[config.mk]
export PLATFORM = sky130hd
export DESIGN_NAME = gfx_rom_fetch_arb
export DESIGN_NICKNAME = d
export VERILOG_FILES = /design/src/rtl/gfx_rom_fetch_arb.sv
export SDC_FILE = /design/constraint.sdc
export NUM_CORES = 1
export LEC_CHECK = 0
export ABC_AREA = 0
export BUFFER_PORTS_ARGS = -buffer_cell sky130_fd_sc_hd__buf_4
export CAP_MARGIN = 10
export CORE_MARGIN = 8
export CORE_UTILIZATION = 39
export DETAILED_ROUTE_END_ITERATION = 8
export GPL_ROUTABILITY_DRIVEN = 1
export PLACE_DENSITY = 0.68
export SYNTH_ARGS = -nofsm -noshare
export SYNTH_HDL_FRONTEND = slang
export SYNTH_SLANG_ARGS = --single-unit
[constraint.sdc]
create_clock -name clk_24M -period 1.95 [get_ports clk_24M]
set_clock_uncertainty 0.1 [all_clocks]
set_input_delay 0.2925 -clock clk_24M [delete_from_list [all_inputs] [get_ports clk_24M]]
set_output_delay 0.2925 -clock clk_24M [all_outputs]
set_load 0.02 [all_outputs]
[src/rtl/gfx_rom_fetch_arb.sv]
// Shares one GFX ROM port between the FIX/A/B tile-fetch channels and the CPU readback path.
// Define CPU_STARVE_GUARD_EN to force a CPU grant after STARVE_MAX layer grants.
module gfx_rom_fetch_arb #(
  parameter int unsigned AW         = 21,
  parameter int unsigned DW         = 32,
  parameter int unsigned STARVE_MAX = 8
) (
  input  logic            clk_24M,
  input  logic            RES,
  input  logic            line_start,
  input  logic [2:0]      ch_req,
  input  logic [3*AW-1:0] ch_addr,
  output logic [2:0]      ch_valid,
  output logic [DW-1:0]   ch_data,
  output logic [2:0]      ch_overrun,
  input  logic            cpu_req,
  input  logic [AW-1:0]   cpu_addr,
  output logic            cpu_ack,
  output logic [DW-1:0]   cpu_data,
  output logic            mem_req,
  output logic [AW-1:0]   mem_addr,
  input  logic            mem_ack,
  input  logic            mem_rdy,
  input  logic [DW-1:0]   mem_dout
);

  typedef enum logic [1:0] {StIdle, StIssue, StWait} state_e;

  state_e        state_q, state_d;
  logic [2:0]    pend_q;
  logic [AW-1:0] paddr_q [3];
  logic [1:0]    rr_q, win_ch_q, lay_sel;
  logic          win_cpu_q, kill_q;
  logic [AW-1:0] addr_q, win_addr;
  logic          lay_any, cpu_pick, grant, grant_lay, force_cpu;
  logic [2:0]    grant_vec;

  if (STARVE_MAX == 0) begin : g_starve_chk
    $error("STARVE_MAX must be nonzero");
  end

  function automatic logic [1:0] next3(input logic [1:0] x);
    return (x == 2'd2) ? 2'd0 : x + 2'd1;
  endfunction

  // Round-robin search from rr_q; the last matching assignment has highest priority.
  always_comb begin
    lay_sel = rr_q;
    if (pend_q[next3(next3(rr_q))]) lay_sel = next3(next3(rr_q));
    if (pend_q[next3(rr_q)])        lay_sel = next3(rr_q);
    if (pend_q[rr_q])               lay_sel = rr_q;
  end

  assign lay_any   = |pend_q;
  assign cpu_pick  = cpu_req && (!lay_any || force_cpu);
  assign grant     = (state_q == StIdle) && (lay_any || cpu_req);
  assign grant_lay = grant && !cpu_pick;
  assign grant_vec = grant_lay ? (3'b001 << lay_sel) : 3'b000;
  assign win_addr  = cpu_pick ? cpu_addr : paddr_q[lay_sel];

`ifdef CPU_STARVE_GUARD_EN
  localparam int unsigned SW = $clog2(STARVE_MAX + 2);
  logic [SW-1:0] starve_q;

  assign force_cpu = cpu_req && (starve_q == SW'(STARVE_MAX));

  always_ff @(posedge clk_24M) begin
    if (RES || !cpu_req || (grant && cpu_pick)) begin
      starve_q <= '0;
    end else if (grant_lay && (starve_q != SW'(STARVE_MAX))) begin
      starve_q <= starve_q + 1'b1;
    end
  end
`else
  assign force_cpu = 1'b0;
`endif

  // mem_req rises combinationally in IDLE so an immediate ack lands on the grant edge.
  always_comb begin
    state_d  = state_q;
    mem_req  = 1'b0;
    mem_addr = addr_q;
    unique case (state_q)
      StIdle: begin
        if (grant) begin
          mem_req  = 1'b1;
          mem_addr = win_addr;
          state_d  = mem_ack ? StWait : StIssue;
        end
      end
      StIssue: begin
        mem_req = 1'b1;
        if (mem_ack) state_d = StWait;
      end
      StWait: begin
        if (mem_rdy) state_d = StIdle;
      end
      default: state_d = StIdle;
    endcase
  end

  // A capture always wins over a same-cycle grant or line_start flush.
  always_ff @(posedge clk_24M) begin
    if (RES) begin
      pend_q     <= '0;
      ch_overrun <= '0;
      for (int i = 0; i < 3; i++) paddr_q[i] <= '0;
    end else begin
      for (int i = 0; i < 3; i++) begin
        if (ch_req[i]) begin
          pend_q[i]  <= 1'b1;
          paddr_q[i] <= ch_addr[i*AW +: AW];
        end else if (line_start || grant_vec[i]) begin
          pend_q[i] <= 1'b0;
        end
        if (line_start) begin
          ch_overrun[i] <= 1'b0;
        end else if (ch_req[i] && pend_q[i] && !grant_vec[i]) begin
          ch_overrun[i] <= 1'b1;
        end
      end
    end
  end

  always_ff @(posedge clk_24M) begin
    if (RES) begin
      state_q   <= StIdle;
      rr_q      <= 2'd0;
      addr_q    <= '0;
      win_ch_q  <= 2'd0;
      win_cpu_q <= 1'b0;
      kill_q    <= 1'b0;
      ch_valid  <= '0;
      cpu_ack   <= 1'b0;
      ch_data   <= '0;
      cpu_data  <= '0;
    end else begin
      state_q  <= state_d;
      ch_valid <= '0;
      cpu_ack  <= 1'b0;
      if (grant) begin
        addr_q    <= win_addr;
        win_cpu_q <= cpu_pick;
        win_ch_q  <= lay_sel;
        kill_q    <= line_start && !cpu_pick;
        if (!cpu_pick) rr_q <= next3(lay_sel);
      end else if (line_start && (state_q != StIdle) && !win_cpu_q) begin
        kill_q <= 1'b1;
      end
      if ((state_q == StWait) && mem_rdy) begin
        if (win_cpu_q) begin
          cpu_data <= mem_dout;
          cpu_ack  <= 1'b1;
        end else if (!(kill_q || line_start)) begin
          ch_data  <= mem_dout;
          ch_valid <= 3'b001 << win_ch_q;
        end
      end
    end
  end

endmodule

==> results <==
- The flow ran to the end, but the final reports show violations.
- The final reports fail on negative setup slack.
- The routed via count divided by cell count is 5.00.
- Counting the fill cells in the layout gives 1458.
- The routed metal-1 wire length is 8580 um.
- Max-cap violations in this run came to 0.
- Setup repair after global routing could not meet its margin everywhere.
- Setup violations remaining at the end of the flow were counted as 26.
- The cell type with the highest occurrence count on the critical path is sky130_fd_sc_hd__buf_6.
- The launch point of the critical path is pend_q[1].
- The clock reaches the later pin of the worst-skew pair after 0.42 ns.
- The CTS tree is done.
- The number of synthesis warnings is 0.
- Counting the buffers created by CTS gives 17.
- The cell type with the largest total area after synthesis is sky130_fd_sc_hd__dfxtp_1.
- The type of the worst setup path is register to output port.
- sky130_fd_sc_hd__nand2_1 is the most common cell in the netlist.
- Power spread over the standard cell area amounts to 896 nW/um2.
- Cell internal power was estimated by the tool at 6760 uW.
- The total area inside the core boundary comes to 17000 um2.
- The critical path runs through a total of 8 cells.
- The number of rows in the core area is 48.
- The number of pins with negative max-slew slack in the final report is 0.
- For this run, the register share of the synthesized area comes to 59.2%.
- After synthesis, the netlist uses 46 different library cells.
- For this block, the initial DRC count from the detailed router was 341.
- The count of clock tree sinks is 166.
- The number of buffer and inverter instances along the worst setup path is 3.
- Once detail routing completed, the nets flagged for antenna violations numbered 0.
- Among all flip-flop cells after synthesis, the most frequent one is sky130_fd_sc_hd__dfxtp_1.
- The number of I/O port buffers is 217.
- Wire segments on met3 add up to 1720 um in the final route.
- The met2 layer wire length in the routed design is 9640 um.
- The async set-reset flop share out of synthesis is 0%.
- The origin of the critical flop-to-flop path is pend_q[1].
- The fraction of the cycle the final worst path needs is 131%.
- The net count of the mapped netlist is 785.
- In this run the count of I/O pins placed on the die edge is 218.
- The first-pass detailed-route iteration total is 7.
- In this run the worst path has a maximum fanout of 10.
- In this run, the combinational gates consume 21.3% of the power.
- The type of destination of the critical path is an output port.
- STA classifies the critical path startpoint as a register.
- In this run the tightest slew margin relative to its limit is 28.5%.
- The largest single stage delay on the critical path is 0.46 ns.
- Walking the worst path, the cells encountered are or3_4 > nor4b_4 > buf_6 > clkbuf_16 > a22o_1 > a221oi_2 > nand2_2 > buf_6.
- The global placer's final weighted congestion is 0.819.
- The number of cells on the worst reg-to-reg path is 8.
- The clock tree root driver cell is sky130_fd_sc_hd__clkbuf_16.
- Cells with a size suffix above 1 make up 44.5% of the layout.
- The routed length per instance is 17.4 um.
- The number of cells produced by synthesis is 660.
- The total count of hold-check failures in the final report was 0.
- The antenna diode instance count is 0.
- The initial antenna violation count is 0.
- The analysis attributes to cell leakage a power of 0.00424 uW.
- Of the post-synthesis cell area, the dominant cell type holds 30.9%.
- At the pin with the least slew margin, the transition time is 1.07 ns.
- The worst endpoint data arrival time is 2.16 ns.
- The die area is 21600 um2.
- The die is 147 um wide.
- Summed over all layers, the global routing overflow is 0.
- The final standard cell utilization of the core is 60.6%.
- The final worst hold slack is 0.0288 ns.
- The die is 147 um tall.
- The worst hold path belongs to the class input pin to register.
- Entering global routing, the biggest net connects 79 pins.
- The area added between synthesis and finish is 54.2%.
- In this run switching power makes up 26.7% of total power.
- The worst IR drop on VDD is 0.000647 V.
- Detailed placement ended at an HPWL of 13900 um.
- The kind of cell with the highest combined delay along the critical path is simple AND/OR/NAND/NOR gates.
- For the worst setup path, the data required time is 1.56 ns.
- In this run the top signal layer used is met4.
- The total detailed-routing wirelength is 20400 um.
- For this design the total switching power over the nets is 2470 uW.
- At the end of the flow, the number of nets in the layout was 1059.
- The maximum clock frequency is 391 MHz.
- The global-route wire length before repair is 31200 um.
- The sequential cells in the finished layout cover a total of 3960 um2.
- The netlist area before placement is 6680 um2.
- Sorting the synthesized cells by how often they occur yields 162 x sky130_fd_sc_hd__nand2_1, 103 x sky130_fd_sc_hd__dfxtp_1, 76 x sky130_fd_sc_hd__a21oi_1.
- In this run, the clock network consumes 35.8% of the power.
- The worst setup margin is -0.605 ns.
- After clock tree synthesis, the clock-pin slew on the worst setup and hold paths is 0.06 ns.
- The number of vias in the routed layout is 5861.
- In the post-synthesis netlist, the biggest area contributors are sky130_fd_sc_hd__dfxtp_1 31%, sky130_fd_sc_hd__edfxtp_1 28%, sky130_fd_sc_hd__nand2_1 9.1%.
- The end of the critical path is mem_addr[7].
- The via count of the first global-routing pass is 5896.
- The fraction of power consumed by sequential logic is 42.9%.
- In this run, synthesis produced a sequential element count of 166.
- For this configuration, the core starts out at a cell density of 39.3%.
- The clock passes through at most 2 buffers.
- The final critical delay including setup and external delays is 2.56 ns.
- The H-tree depth is 4.
- The pre-CTS setup slack is -0.299 ns.
- The global-route usage over all layers is 18.1%.
- In this run the critical register-to-register path is captured at addr_q[8].
- Among all stages on the critical path, the largest delay is contributed by sky130_fd_sc_hd__or3_4.
- Setup slack on the worst reg-to-reg path comes out at -0.09 ns.
- For this run, design rule violations remaining after detail routing come to 0.
- In this run, synthesis inferred 63 flip-flops with an integrated enable.
- Averaged over all synthesized cells, the footprint is 10.1 um2.
- The multi-input combinational cells in the finished layout cover a total of 2900 um2.
worst register-to-register path, stage by stage (launching register included):
cell and delay (ns):
sky130_fd_sc_hd__dfxtp_2 0.32, sky130_fd_sc_hd__buf_6 0.12, sky130_fd_sc_hd__and3b_2 0.20, sky130_fd_sc_hd__a31oi_4 0.22, sky130_fd_sc_hd__a21oi_4 0.12, sky130_fd_sc_hd__a222oi_1 0.48, sky130_fd_sc_hd__buf_4 0.19, sky130_fd_sc_hd__buf_6 0.08
sky130_fd_sc_hd__o22ai_2 0.06
cells by family (layout without fill, tap and decap cells):
kind of cell | after synthesis | after routing | synth area share (%)
flip-flops | 166 | 166 | 59.2
AO/OA/AOI/OAI | 168 | 168 | 17.7
AND/OR/NAND/NOR | 274 | 274 | 19.3
buffers and inverters | 52 | 339 | 3.80
through the flow:
stage / area [um2] / cells / power [uW] / TNS [ns]
2_1_floorplan: 6780 / 660 / 4830 / -3.41
3_3_place_gp: 9030 / 1116 / 5610 / -4.57
3_5_place_dp: 9030 / 1116 / 5630 / -5.62
4_1_cts: 9860 / 1153 / 9090 / -12.00
5_1_grt: 10300 / 1172 / 9610 / -14.53
6_report: 10300 / 1172 / 9230 / -12.22
state kept, by name (all words and copies together), names as in the netlist:
signal      cells
ch_data        32
win_ch_q        2
addr_q         21
ch_overrun      3
state_q         2
ch_valid        3
cpu_ack         1
pend_q          3
rr_q            2
paddr_q        63
kill_q          1
win_cpu_q       1
cpu_data       32
power groups by stage:
stage | combinational, uW | sequential [uW] | clock [uW]
after global placement | 1610 | 4010 | 0
after CTS | 1760 | 3950 | 3380
after global routing | 2100 | 3990 | 3520
final | 1970 | 3960 | 3300
after floorplan | 821 | 4010 | 0
after detailed placement | 1620 | 4010 | 0
placed cells by master, fill, tap and decap left out, drive strengths merged, types with 2 or more instances in the layout:
master,synthesis,final
clkinv,0,5
a22oi,10,10
nor2b,2,2
nand2b,2,2
nor3,6,6
o21a,2,2
nand2,163,163
a222oi,4,4
inv,6,11
o22ai,4,4
nor4,3,3
nand3,3,3
a211oi,4,4
and2,66,66
o31ai,4,4
o21bai,3,3
or3,2,2
clkbuf,33,24
edfxtp,63,63
a21oi,77,77
nor2,19,19
a21boi,5,5
a22o,14,14
o32ai,4,4
buf,13,297
o21ai,7,7
o2bb2ai,14,14
nor4b,3,3
dfxtp,103,103
a221oi,13,13
cell type report:
type	count	share of cell area [%]
clock inverters	11	1.09
well taps	225	2.73
multi-input cells	442	28.2
inverters	6	0.219
flip-flops and latches	166	38.4
clock buffers	21	4.59
repair buffers	301	24.7
worst min path at each step:
| stage | startpoint | end | slack, ns | depth (start not counted) |
|---|---|---|---|---|
| 6_report | mem_dout[8] | cpu_data[8] | 0.03 | 3 |
| 5_1_grt | mem_dout[8] | cpu_data[8] | 0.02 | 3 |
| 4_1_cts | mem_dout[8] | cpu_data[8] | 0.009 | 3 |
| 3_5_place_dp | ch_data[18] | ch_data[18] | 0.35 | 2 |
| 3_3_place_gp | ch_overrun[2] | ch_overrun[2] | 0.34 | 1 |
| 2_1_floorplan | mem_ack | state_q[0] | 0.27 | 1 |
layer usage:
| metal | up-vias | track usage [%] |
|---|---|---|
| met1 | 2735 | 21.8 |
| met3 | 29 | 5.91 |
| met2 | 232 | 29.5 |
| met4 | 0 | 6.90 |
| met5 | - | 0 |
| li1 | 2865 | - |
repair_timing:
action | 4_1_cts | 5_1_grt
setup buffers | 4 | 16
gates resized for setup | 45 | 51
cloned | 0 | 3
setup endpoints to repair | 40 | 43
hold buffers | 1 | 0
endpoints found under the hold margin | 1 | 0
pin swaps | 5 | 12
Power figures use the tool's default switching activity.
